--- src/rtl/ctech_lib_sync_handshake_ctl_if.sv ---
// rtl/ctech_lib_sync_handshake_ctl_if.sv - source/transfer/ack signal bundle for the toggle handshake controller
interface ctech_lib_sync_handshake_ctl_if #(
   parameter int WIDTH = 8
);
   logic             src_valid;
   logic [WIDTH-1:0] src_data;
   logic             src_ready;
   logic [WIDTH-1:0] xfer_data;
   logic             xfer_req;
   logic             ack_async;
   logic             xfer_done;
   logic             timeout;
   logic             err;
   logic             clr_err;
   logic             busy;

   modport slave (
      input  src_valid, src_data, ack_async, clr_err,
      output src_ready, xfer_data, xfer_req, xfer_done, timeout, err, busy
   );

   modport master (
      output src_valid, src_data, ack_async, clr_err,
      input  src_ready, xfer_data, xfer_req, xfer_done, timeout, err, busy
   );
endinterface

--- src/rtl/ctech_lib_sync_handshake_ctl.sv ---
// rtl/ctech_lib_sync_handshake_ctl.sv - source-side toggle req/ack controller for a multi-bit clock-domain crossing
module ctech_lib_sync_handshake_ctl #(
   parameter int WIDTH          = 8,
   parameter int GAP_CYCLES     = 2,
   parameter int TIMEOUT_CYCLES = 64,
   parameter int CNT_W          = 8
) (
   input  logic                           clk,
   input  logic                           rstb,
   ctech_lib_sync_handshake_ctl_if.slave  bus
);

   localparam bit HAS_GAP = (GAP_CYCLES != 0);
   localparam bit HAS_TO  = (TIMEOUT_CYCLES != 0);
   localparam logic [CNT_W-1:0] GAP_LAST = HAS_GAP ? CNT_W'(GAP_CYCLES - 1) : '0;
   localparam logic [CNT_W-1:0] TO_LAST  = HAS_TO ? CNT_W'(TIMEOUT_CYCLES - 1) : '0;
   localparam longint MAX_CNT  = (GAP_CYCLES > TIMEOUT_CYCLES) ? GAP_CYCLES : TIMEOUT_CYCLES;
   localparam bit     CNT_FITS = (MAX_CNT < (longint'(1) << CNT_W));

   typedef enum logic [1:0] {
      S_IDLE,
      S_WAIT,
      S_GAP,
      S_ERR
   } state_e;

   state_e           state_q, state_d;
   logic [CNT_W-1:0] cnt_q, cnt_d;
   logic [WIDTH-1:0] data_q, data_d;
   logic             req_q, req_d;
   logic             done_q, done_d;
   logic             tmo_q, tmo_d;
   logic             err_q, err_d;
   logic [2:0]       ack_sync_q;
   logic             ack_sync;

   // Three flops because ack_async comes straight from the destination clock domain.
   assign ack_sync = ack_sync_q[2];

   always_ff @(posedge clk or negedge rstb) begin
      if (!rstb) begin
         state_q    <= S_IDLE;
         cnt_q      <= '0;
         data_q     <= '0;
         req_q      <= 1'b0;
         done_q     <= 1'b0;
         tmo_q      <= 1'b0;
         err_q      <= 1'b0;
         ack_sync_q <= 3'b000;
      end else begin
         state_q    <= state_d;
         cnt_q      <= cnt_d;
         data_q     <= data_d;
         req_q      <= req_d;
         done_q     <= done_d;
         tmo_q      <= tmo_d;
         err_q      <= err_d;
         ack_sync_q <= {ack_sync_q[1:0], bus.ack_async};
      end
   end

   always_comb begin
      state_d = state_q;
      cnt_d   = cnt_q;
      data_d  = data_q;
      req_d   = req_q;
      done_d  = 1'b0;
      tmo_d   = 1'b0;
      err_d   = err_q;
      case (state_q)
         S_IDLE: begin
            if (bus.src_valid) begin
               data_d  = bus.src_data;
               req_d   = ~req_q;
               cnt_d   = '0;
               state_d = S_WAIT;
            end
         end
         S_WAIT: begin
            // A matching ack wins over an expiring timeout in the same cycle.
            if (ack_sync == req_q) begin
               done_d = 1'b1;
               if (HAS_GAP) begin
                  cnt_d   = GAP_LAST;
                  state_d = S_GAP;
               end else begin
                  state_d = S_IDLE;
               end
            end else if (HAS_TO && (cnt_q == TO_LAST)) begin
               tmo_d   = 1'b1;
               err_d   = 1'b1;
               state_d = S_ERR;
            end else if (HAS_TO) begin
               cnt_d = cnt_q + 1'b1;
            end
         end
         S_GAP: begin
            if (cnt_q == '0) begin
               state_d = S_IDLE;
            end else begin
               cnt_d = cnt_q - 1'b1;
            end
         end
         S_ERR: begin
            // Retry re-enters WAIT without a new toggle; the held req is still outstanding.
            if (bus.clr_err) begin
               err_d   = 1'b0;
               cnt_d   = '0;
               state_d = S_WAIT;
            end
         end
         default: state_d = S_IDLE;
      endcase
   end

   assign bus.src_ready = (state_q == S_IDLE);
   assign bus.busy      = (state_q != S_IDLE);
   assign bus.xfer_data = data_q;
   assign bus.xfer_req  = req_q;
   assign bus.xfer_done = done_q;
   assign bus.timeout   = tmo_q;
   assign bus.err       = err_q;

   cnt_w_fits_a: assert property (@(posedge clk) CNT_FITS);

endmodule
--- src/flat_wrapper.sv ---
// flat-port wrapper written by rule: the top's interface ports become plain ports
module ctech_lib_sync_handshake_ctl_flat 
#(
   parameter int WIDTH          = 8,
   parameter int GAP_CYCLES     = 2,
   parameter int TIMEOUT_CYCLES = 64,
   parameter int CNT_W          = 8
)
  (clk, rstb, bus_src_valid, bus_src_data, bus_ack_async, bus_clr_err, bus_src_ready, bus_xfer_data, bus_xfer_req, bus_xfer_done, bus_timeout, bus_err, bus_busy);
  ctech_lib_sync_handshake_ctl_if #(.WIDTH(WIDTH)) bus_i ();
  input  logic clk;
  input  logic rstb;
  input wire logic [$bits(bus_i.src_valid)-1:0] bus_src_valid;
  input wire logic [$bits(bus_i.src_data)-1:0] bus_src_data;
  input wire logic [$bits(bus_i.ack_async)-1:0] bus_ack_async;
  input wire logic [$bits(bus_i.clr_err)-1:0] bus_clr_err;
  output wire logic [$bits(bus_i.src_ready)-1:0] bus_src_ready;
  output wire logic [$bits(bus_i.xfer_data)-1:0] bus_xfer_data;
  output wire logic [$bits(bus_i.xfer_req)-1:0] bus_xfer_req;
  output wire logic [$bits(bus_i.xfer_done)-1:0] bus_xfer_done;
  output wire logic [$bits(bus_i.timeout)-1:0] bus_timeout;
  output wire logic [$bits(bus_i.err)-1:0] bus_err;
  output wire logic [$bits(bus_i.busy)-1:0] bus_busy;
  assign bus_i.src_valid = bus_src_valid;
  assign bus_i.src_data = bus_src_data;
  assign bus_i.ack_async = bus_ack_async;
  assign bus_i.clr_err = bus_clr_err;
  assign bus_src_ready = bus_i.src_ready;
  assign bus_xfer_data = bus_i.xfer_data;
  assign bus_xfer_req = bus_i.xfer_req;
  assign bus_xfer_done = bus_i.xfer_done;
  assign bus_timeout = bus_i.timeout;
  assign bus_err = bus_i.err;
  assign bus_busy = bus_i.busy;
  ctech_lib_sync_handshake_ctl #(.WIDTH(WIDTH), .GAP_CYCLES(GAP_CYCLES), .TIMEOUT_CYCLES(TIMEOUT_CYCLES), .CNT_W(CNT_W)) u_core (.clk(clk), .rstb(rstb), .bus(bus_i));
endmodule
--- config.mk ---
export PLATFORM = sky130hd
export DESIGN_NAME = ctech_lib_sync_handshake_ctl_flat
export DESIGN_NICKNAME = d
export VERILOG_FILES = /design/src/rtl/ctech_lib_sync_handshake_ctl_if.sv /design/src/rtl/ctech_lib_sync_handshake_ctl.sv /design/src/flat_wrapper.sv
export SDC_FILE = /design/constraint.sdc
export NUM_CORES = 1
export LEC_CHECK = 0
export ABC_AREA = 1
export BUFFER_PORTS_ARGS = -buffer_cell sky130_fd_sc_hd__buf_2
export CAP_MARGIN = 20
export CORE_ASPECT_RATIO = 0.5
export CORE_MARGIN = 2
export CORE_UTILIZATION = 40
export DETAILED_ROUTE_END_ITERATION = 6
export HOLD_SLACK_MARGIN = 0.06
export PLACE_DENSITY = 0.57
export SLEW_MARGIN = 20
export SYNTH_ARGS = -nofsm -noshare
export SYNTH_HDL_FRONTEND = slang
export SYNTH_SLANG_ARGS = --single-unit
--- constraint.sdc ---
create_clock -name clk -period 1.9 [get_ports clk]
set_input_delay 0.38 -clock clk [delete_from_list [all_inputs] [get_ports clk]]
set_output_delay 0.38 -clock clk [all_outputs]
set_load 0.02 [all_outputs]
==> metrics.txt, run 1 <==
status completed; hold bufs inserted after CTS 0; Int Power 1580 µW; drt total wl 2910 µm; cell area after synthesis 1500 µm²; grt total ovfl 0; Yosys cell types 22; sequential area share after synthesis 0.418; depth of the CTS H-tree 1; worst skew pair latency 0.27 ns; IR drop worst, VDD 0.983 mV; Hold Vio Cnt, Final 0; Net Sw Frac 0.498; RSZ-0062 raised after global routing no; Hold Crit Class in -> async; ANT cells 0; crit-path max FO 6; Comb power frac 0.594; Reg2Reg Depth 9; Layout Skew 0.00194 ns; commonest non-fill, non-tap cell in the layout nand2_1; die height 47.2 µm; DR pass1 iterations 4; Crit path buffers/inverters 2; crit path from u_core.cnt_q[0]; PwrDens 1840 nW/µm²; first-pass GRT wire length 4760 µm; core area 3510 µm²; final worst path period need 1.69 ns; Crit Reg-Reg Endpoint u_core.state_q[0]; most frequent cells in the layout nand2_1, buf_2, dfrtp_1, inv_1, nand3_1; starting density of the core 0.426; Max-Cap Viols 0; post-DR vias/cell 4.58; Slew Viols, Final 0; DP HPWL 2240 µm; Worst setup EP type flop; clock share of power 0.100; most frequent CP cell nand2_1; # Post-CTS Setup Buffers 0; post-CTS sizing 0; DRC 0; critical path's largest stage delay 0.46 ns; row cnt 15; vias in the first global route 1056; routability cong. 0.802; WP data arrival 1.85 ns; via count 1218; Antenna Violating Nets Remaining 0; Synth Net Count 207; FMAX 0.590 GHz; CP max-delay cell dfrtp_1; setup TNS 0 ns; Final Setup Violations 0; final cycle utilization of the critical path 0.891; Critical Path, Cell by Cell inv_1 > ha_1 > inv_1 > nor2_1 > nand2_1 > nand2_1 > nand3_1 > nand2_1 > o21ai_1; worst r2r src u_core.cnt_q[0]; clock buffer depth 2; Worst-path clk slew 0.09 ns; WP data required 2.06 ns; initial antenna violation count 0; fillers 370; CP Class reg -> reg; TritonCTS buffer count 3; nets@finish 236; Routed WL per cell 10.9 µm; flop and latch count out of synthesis 25; switching power total 1570 µW; largest net degree at the start of global routing 26; total chip power 3160 µW; CTS root buf clkbuf_8; CTS tree built; io pins 27; I/O Buffers 26; R2R Setup Slk 0.21 ns; mean area per synthesized cell 8.00 µm²; crit-path leading delay family simple AND/OR/NAND/NOR gates; Worst Setup Start Kind flop; die width 90.5 µm; all-layer global routing usage 0.146; relative slew slack 0.636; P&R area growth vs syn 14.7%; sequential power share 0.307; CTS sink count 25; share of post-route cells with drive strength above 1 0.242; Leak 0.000952 µW; Syn Inst Count 187; transition time of the tightest slew-check pin 0.546 ns; die area 4270 µm²; 1st-iter DRT viols 92; yosys warns 0
## logic make-up after synthesis
| group | Yosys count | synth area share |
|---|---|---|
| and+or+nand+nor | 105 | 0.323 |
| buffers and inverters | 27 | 0.0778 |
| DFF | 25 | 0.418 |
| AOI/OAI and AO/OA | 12 | 0.0427 |
| muxes | 9 | 0.0678 |
| adders and majority gates | 7 | 0.0586 |
| xor gates and xnor gates | 2 | 0.0117 |
## power groups by stage
stage,combinational (µW),sequential [µW],clock [µW]
6_report,1870,969,315
5_1_grt,2110,1000,346
4_1_cts,1900,967,327
3_5_place_dp,1890,975,0
3_3_place_gp,1870,975,0
2_1_floorplan,1390,1050,0
## worst max-delay path by stage
stage	end	cells after the start	slack [ns]
CTS	u_core.state_q[0]	9	0.22
detailed placement	u_core.cnt_q[2]	9	0.24
finish	u_core.state_q[0]	9	0.21
global route	u_core.state_q[1]	9	0.08
floorplan	u_core.cnt_q[0]	9	0.33
global placement	u_core.state_q[1]	9	0.22
## final cells by class
cell class	count	area, µm²	share of cell area
Timing Repair Buffer	26	130	0.0759
Clock inverter	1	7.51	0.00438
Clock buffer	3	41.3	0.0241
Multi-Input combinational cell	135	753	0.439
Sequential cell	25	626	0.365
Inverter	25	93.8	0.0547
Tap cell	51	63.8	0.0372
## sequential cells by signal, summed over array words and instances, names as in the netlist
signal / flops
u_core.bus.xfer_data: 8
u_core.cnt_q: 8
u_core.ack_sync_q: 3
u_core.state_q: 2
u_core.bus.err: 1
u_core.bus.timeout: 1
u_core.bus.xfer_done: 1
u_core.bus.xfer_req: 1
## Yosys cell counts
library cell   n  area, µm²
nand2_1       66        248
o21ai_1        3       15.0
nand2_2        3       18.8
o21bai_1       1       7.51
inv_2          5       18.8
ha_1           7       87.6
nand3b_1       1       7.51
dfrtp_1       25        626
inv_1         20       75.1
nor2_4         1       11.3
a21oi_1        2       10.0
o21ai_0        5       25.0
nor3_1         1       5.00
nand3_4        2       35.0
mux2_2         9        101
nor2_8         1       20.0
xor2_1         2       17.5
nor2_1        11       41.3
o22ai_1        1       6.26
buf_6          2       22.5
or2_2          1       6.26
nand3_1       18       90.1
## metal layers
layer	vias to the layer above	track usage	part of all wire
met5	-	0	0
met4	0	0.0369	0.0072
met3	2	0.0289	0.043
met2	28	0.236	0.42
met1	542	0.207	0.52
li1	646	-	-
## metrics by stage
| stage | cells | setup WS, ns | hold slack [ns] | instance area [µm²] | util |
|---|---|---|---|---|---|
| finish | 266 | 0.206 | 0.0865 | 1720 | 0.489 |
| global route | 266 | 0.0781 | 0.123 | 1720 | 0.489 |
| CTS | 266 | 0.220 | 0.100 | 1720 | 0.489 |
| detailed placement | 262 | 0.237 | 0.352 | 1670 | 0.475 |
| global placement | 262 | 0.223 | 0.334 | 1670 | 0.475 |
| floorplan | 187 | 0.326 | 0.0844 | 1500 | - |
## worst reg2reg max path: cells and delay by family (launching register included)
kind            cells  cell delay, ns
compound gates      1            0.06
fa+ha+maj           1            0.17
buf+inv             2            0.21
flops               1            0.46
simple gates        5            0.68
(Power assumes the default switching activity.)
==> run 2: changes to the inputs <==
GPL_ROUTABILITY_DRIVEN = 1   (was unset)
clock period = 2.1 ns   (was 1.9 ns; I/O delays follow)
==> metrics.txt, run 2 (synthesis gave the netlist of run 1 again) <==
all-layer global routing usage 0.144 (-0.00141); nets@finish 236 (unchanged); die area 4270 µm² (unchanged); crit-path leading delay family simple AND/OR/NAND/NOR gates; drt total wl 2850 µm (-1.8%); status completed; CP Class reg -> reg; IR drop worst, VDD 0.703 mV (-29%); TritonCTS buffer count 3 (unchanged); via count 1224 (+0.49%); ANT cells 0 (unchanged); vias in the first global route 1061 (+0.47%); Worst-path clk slew 0.08 ns (about the same); share of post-route cells with drive strength above 1 0.242 (unchanged); FMAX 0.594 GHz (+0.55%); Hold Vio Cnt, Final 0 (unchanged); DR pass1 iterations 4 (unchanged); final worst path period need 1.68 ns (-0.00920 ns); fillers 354 (-4.3%); Final WS setup 0.416 ns (+0.209 ns); relative slew slack 0.642 (+0.00637); routability cong. 0.803 (about the same); clock buffer depth 2 (unchanged); # Post-CTS Setup Buffers 0 (unchanged); RSZ-0062 raised after global routing no; WP data required 2.26 ns (+0.20 ns); io pins 27 (unchanged); register area 626 µm² (unchanged); post-DR vias/cell 4.60 (+0.49%); Leak 0.000956 µW (+0.40%); Worst Setup Start Kind flop; Antenna Violating Nets Remaining 0 (unchanged); initial antenna violation count 0 (unchanged); Crit path buffers/inverters 2 (unchanged); Layout Skew 0.00261 ns (+0.000675 ns); pre-CTS setup slack 0.442 ns (+0.205 ns); Critical Path, Cell by Cell inv_1 > ha_1 > inv_1 > nor2_1 > nand2_1 > nand2_1 > nand3_1 > nand2_1 > o21ai_1; WP data arrival 1.84 ns (about the same); CTS sink count 25 (unchanged); critical path's largest stage delay 0.46 ns (about the same); P&R area growth vs syn 14.6%; 1st-iter DRT viols 47 (-49%); Reg2Reg Depth 9 (unchanged); largest net degree at the start of global routing 26 (unchanged); area of the multi-input gates 753 µm² (unchanged); most frequent CP cell nand2_1; transition time of the tightest slew-check pin 0.536 ns (-0.00955 ns); depth of the CTS H-tree 1 (unchanged); crit-path max FO 6 (unchanged); WHS 0.124 ns (+0.0377 ns); row cnt 15 (unchanged); Final Setup Violations 0 (unchanged); Routed WL per cell 10.7 µm (-1.8%); final cycle utilization of the critical path 0.802 (-0.0893); Slew Viols, Final 0 (unchanged); die width 90.5 µm (unchanged); commonest non-fill, non-tap cell in the layout nand2_1; worst skew pair latency 0.27 ns (about the same); Max-Cap Viols 0 (unchanged); setup TNS 0 ns (unchanged); most frequent cells in the layout nand2_1, buf_2, dfrtp_1, inv_1, nand3_1; DRC 0 (unchanged); starting density of the core 0.426 (unchanged); Hold Crit Class in -> async; WP depth 9 (unchanged); PwrDens 1660 nW/µm² (-10%); utilization after layout 0.488 (-0.000713); core area 3510 µm² (unchanged); first-pass GRT wire length 4790 µm (+0.57%); DP HPWL 2220 µm (-1.0%); CTS root buf clkbuf_8; CTS tree built; Worst setup EP type flop; post-CTS sizing 0 (unchanged); CP max-delay cell dfrtp_1; I/O Buffers 26 (unchanged); grt total ovfl 0 (unchanged); hold bufs inserted after CTS 0 (unchanged); die height 47.2 µm (unchanged)
-- run 2: cell count changes in the layout (fill, tap and decap cells not counted) --
cell | previous run | this run
clkinv_2 | 0 | 1
clkinvlp_4 | 1 | 0
-- run 2: per-stage QoR --
| step | total power (µW) | std cells | instance area, µm² |
|---|---|---|---|
| after floorplan | 2200 | 187 | 1500 |
| after global placement | 2580 | 262 | 1670 |
| after detailed placement | 2580 | 262 | 1670 |
| after CTS | 2870 | 266 | 1710 |
| after global routing | 3120 | 266 | 1710 |
| final | 2840 | 266 | 1710 |
-- run 2: layer usage --
metal | wire, µm | part of all wire | global-route usage | up-vias
met3 | 161 | 0.056 | 0.0257 | 5
met5 | 0 | 0 | 0 | -
li1 | - | - | - | 643
met1 | 1440 | 0.50 | 0.199 | 544
met4 | 27 | 0.0095 | 0.0369 | 0
met2 | 1230 | 0.43 | 0.245 | 32
-- run 2: area by class of cell --
cell class                      count  share of cell area
Multi-Input combinational cell    135               0.440
Sequential cell                    25               0.365
Timing Repair Buffer               26              0.0760
Inverter                           25              0.0548
Tap cell                           51              0.0373
Clock buffer                        3              0.0241
Clock inverter                      1             0.00292
-- run 2: worst reg2reg max path: stages (launching register included) --
cell	delay, ns
dfrtp_1	0.46
inv_1	0.17
ha_1	0.18
inv_1	0.04
nor2_1	0.27
nand2_1	0.09
nand2_1	0.06
nand3_1	0.15
nand2_1	0.09
o21ai_1	0.06
-- run 2: final timing paths --
check                                          start  slack [ns]              endpoint
worst max register to register       u_core.cnt_q[0]        0.42     u_core.state_q[0]
max in group asynchronous                       rstb        1.62        u_core.bus.err
worst min-delay path                            rstb        0.12  u_core.ack_sync_q[0]
min in group clk                       bus_ack_async        0.25  u_core.ack_sync_q[0]
worst max-delay path                 u_core.cnt_q[0]        0.42     u_core.state_q[0]
worst min register to register  u_core.ack_sync_q[1]        0.36  u_core.ack_sync_q[2]
-- run 2: report_power, final --
group / total [µW] / internal, µW / switching [µW] / leakage [µW]
Clock: 278 / 133 / 145 / 0.0000255
Combinational: 1680 / 623 / 1060 / 0.000615
Sequential: 877 / 674 / 203 / 0.000316
==> run 3: changes to the inputs <==
ABC_AREA = 0   (was 1)
PLACE_DENSITY = 0.6   (was 0.57)
clock period = 1.41 ns   (was 2.1 ns; I/O delays follow)
==> metrics.txt, run 3 <==
Layout Skew 0.00569 ns (+0.00308 ns); io pins 27 (unchanged); setup TNS -2.96 ns (-2.96 ns); grt total ovfl 0 (unchanged); relative slew slack 0.632 (-0.0105); Max-Cap Viols 0 (unchanged); Leak 0.000931 µW (-2.6%); die area 4000 µm² (-6.3%); 1st-iter DRT viols 45 (-4.3%); P&R area growth vs syn 47.5%; nets@finish 216 (-8.5%); DP HPWL 2290 µm (+3.2%); Comb power frac 0.686 (+0.093); transition time of the tightest slew-check pin 0.552 ns (+0.0157 ns); ys async rst share 1.00 (unchanged); critical path's largest stage delay 0.39 ns (-0.07 ns); DR pass1 iterations 4 (unchanged); row cnt 15 (unchanged); post-synth top area share 0.448 (+0.0300); Hold Vio Cnt, Final 0 (unchanged); commonest non-fill, non-tap cell in the layout buf_4; clock buffer depth 2 (unchanged); CTS root buf clkbuf_8; WP data required 1.59 ns (-0.67 ns); Critical Path, Cell by Cell ha_2 > or3b_4 > or2_0 > a221o_1 > nand2_1 > o21ai_1; Post-synth top flop dfrtp_1; leading post-synthesis cells by cell area dfrtp_1, mux2_2, ha_1, xnor2_1, inv_1; I/O Buffers 26 (unchanged); Area after DPL 1790 µm² (+7.2%); starting density of the core 0.413 (-0.0131); sequential area share after synthesis 0.448 (+0.0300); final cycle utilization of the critical path 1.25 (+0.446); crit-path max FO 4 (-2); Yosys cell types 39 (+77%); WP data arrival 1.94 ns (+0.10 ns); largest area contributor in the netlist dfrtp_1; FMAX 0.568 GHz (-4.3%); Worst-path clk slew 0.10 ns (+0.02 ns); final worst path period need 1.76 ns (+0.0761 ns); depth of the CTS H-tree 1 (unchanged); CP Class reg -> reg; initial antenna violation count 0 (unchanged); Antenna Violating Nets Remaining 0 (unchanged); die width 87.5 µm (-3.3%); Final Setup Violations 13 (+13); clock share of power 0.088 (-0.010); most frequent cells after synthesis dfrtp_1, inv_1, nand2_1; crit-path leading delay family simple AND/OR/NAND/NOR gates; vias in the first global route 1216 (+15%); post-route cell area 2060 µm² (+20%); Routed WL per cell 14.6 µm (+36%); Hold Crit Class in -> reg; switching power total 2380 µW (+69%); via count 1241 (+1.4%); fillers 284 (-20%); dpl cells 228 (-13%); DRC 0 (unchanged); non-filler cells, final 237 (-11%); sequential power share 0.226 (-0.083); core area 3380 µm² (-3.7%); number of enable flip-flop cells after synthesis 0 (unchanged); TritonCTS buffer count 3 (unchanged); failing checks negative setup slack; Synth Net Count 157 (-24%); mean area per synthesized cell 10.2 µm² (+27%); Crit path buffers/inverters 0 (-2); Final WS setup -0.350 ns (-0.766 ns); most frequent cell after synthesis dfrtp_1; largest net degree at the start of global routing 26 (unchanged); PwrDens 2660 nW/µm² (+60%); flop and latch count out of synthesis 25 (unchanged); post-DR vias/cell 5.24 (+14%); pre-CTS setup slack -0.352 ns (-0.794 ns); RSZ-0062 raised after global routing yes; cell area after synthesis 1400 µm² (-6.7%); CTS sink count 25 (unchanged); Int Power 3090 µW (+120%); all-layer global routing usage 0.184 (+0.0399); status complete, but fails checks; yosys warns 0 (unchanged); die height 45.8 µm (-3.1%); Worst Setup Start Kind flop; drt total wl 3470 µm (+22%); share of post-route cells with drive strength above 1 0.559 (+0.317); routability cong. 0.852 (+6.1%); ANT cells 0 (unchanged); IR drop worst, VDD 1.27 mV (+80%); Slew Viols, Final 0 (unchanged); Net Sw Frac 0.435 (-0.0605); CP max-delay cell or3b_4; most frequent cells in the layout buf_4, buf_2, dfrtp_1, mux2_2, nand2_1; CTS tree built; first-pass GRT wire length 5530 µm (+16%); worst skew pair latency 0.29 ns (+0.02 ns); Syn Inst Count 137 (-27%); Worst setup EP type flop
## run 3: stage by stage
step                      total power (µW)  utilization  hold slack (ns)
after floorplan                       3060            -          -0.0136
after global placement                4110        0.529            0.310
after CTS                             4970        0.577           0.0988
final                                 5470        0.609           0.0958
after detailed placement              4130        0.529            0.302
after global routing                  5840        0.609           0.0804
## run 3: path summary, 6_finish.rpt
path,start,endpoint,slack (ns),depth (start not counted)
min reg2reg,u_core.ack_sync_q[0],u_core.ack_sync_q[1],0.36,0
min in group asynchronous,rstb,u_core.bus.xfer_req,0.51,2
min,bus_ack_async,u_core.ack_sync_q[0],0.1,1
max in group asynchronous,rstb,u_core.cnt_q[4],0.51,2
max,u_core.cnt_q[1],u_core.state_q[0],-0.35,6
max reg2reg,u_core.cnt_q[1],u_core.state_q[0],-0.35,6
## run 3: power groups by stage
stage	logic (µW)	clock network (µW)	registers, µW
global placement	2910	0	1200
CTS	3300	475	1200
finish	3750	483	1230
floorplan	1680	0	1380
global route	4060	519	1260
detailed placement	2920	0	1200
## run 3: final cells by class
| class | count | area, µm² | area share |
|---|---|---|---|
| clock inverters | 1 | 8.76 | 0.00426 |
| repair buffers | 62 | 434 | 0.211 |
| multi-input cells | 94 | 855 | 0.415 |
| inverters | 10 | 40.0 | 0.0195 |
| flip-flops and latches | 25 | 627 | 0.305 |
| clock buffers | 3 | 41.3 | 0.0201 |
| well taps | 42 | 52.6 | 0.0255 |
## run 3: logic make-up after synthesis
family | count (synthesis) | synth area share
multiplexers | 9 | 0.0726
AND/OR/NAND/NOR | 40 | 0.159
flip-flops | 25 | 0.448
buffers and inverters | 18 | 0.0583
adder cells (fa/ha/maj) | 7 | 0.0628
XOR/XNOR | 10 | 0.0628
AO/OA/AOI/OAI | 28 | 0.136
## run 3: what timing repair did
| item | CTS | global route |
|---|---|---|
| endpoints found under the setup margin | 21 | 14 |
| gates resized for setup | 25 | 21 |
| buffers inserted | 2 | 2 |
| hold buffers | 1 | 0 |
| endpoints found under the hold margin | 25 | 0 |
| pin swaps | 9 | 14 |
## run 3: per-layer routing
| metal | up-vias | GRT usage | wire length (µm) |
|---|---|---|---|
| li1 | 606 | - | - |
| met1 | 603 | 0.229 | 1550 |
| met2 | 28 | 0.314 | 1740 |
| met3 | 4 | 0.0525 | 144 |
| met4 | 0 | 0.0677 | 34 |
| met5 | - | 0 | 0 |
## run 3: worst register-to-register path, delay by kind of cell (launching register included)
kind	cells	cell delay (ns)
compound gates	2	0.44
fa+ha+maj	1	0.18
simple gates	3	0.67
flops	1	0.37
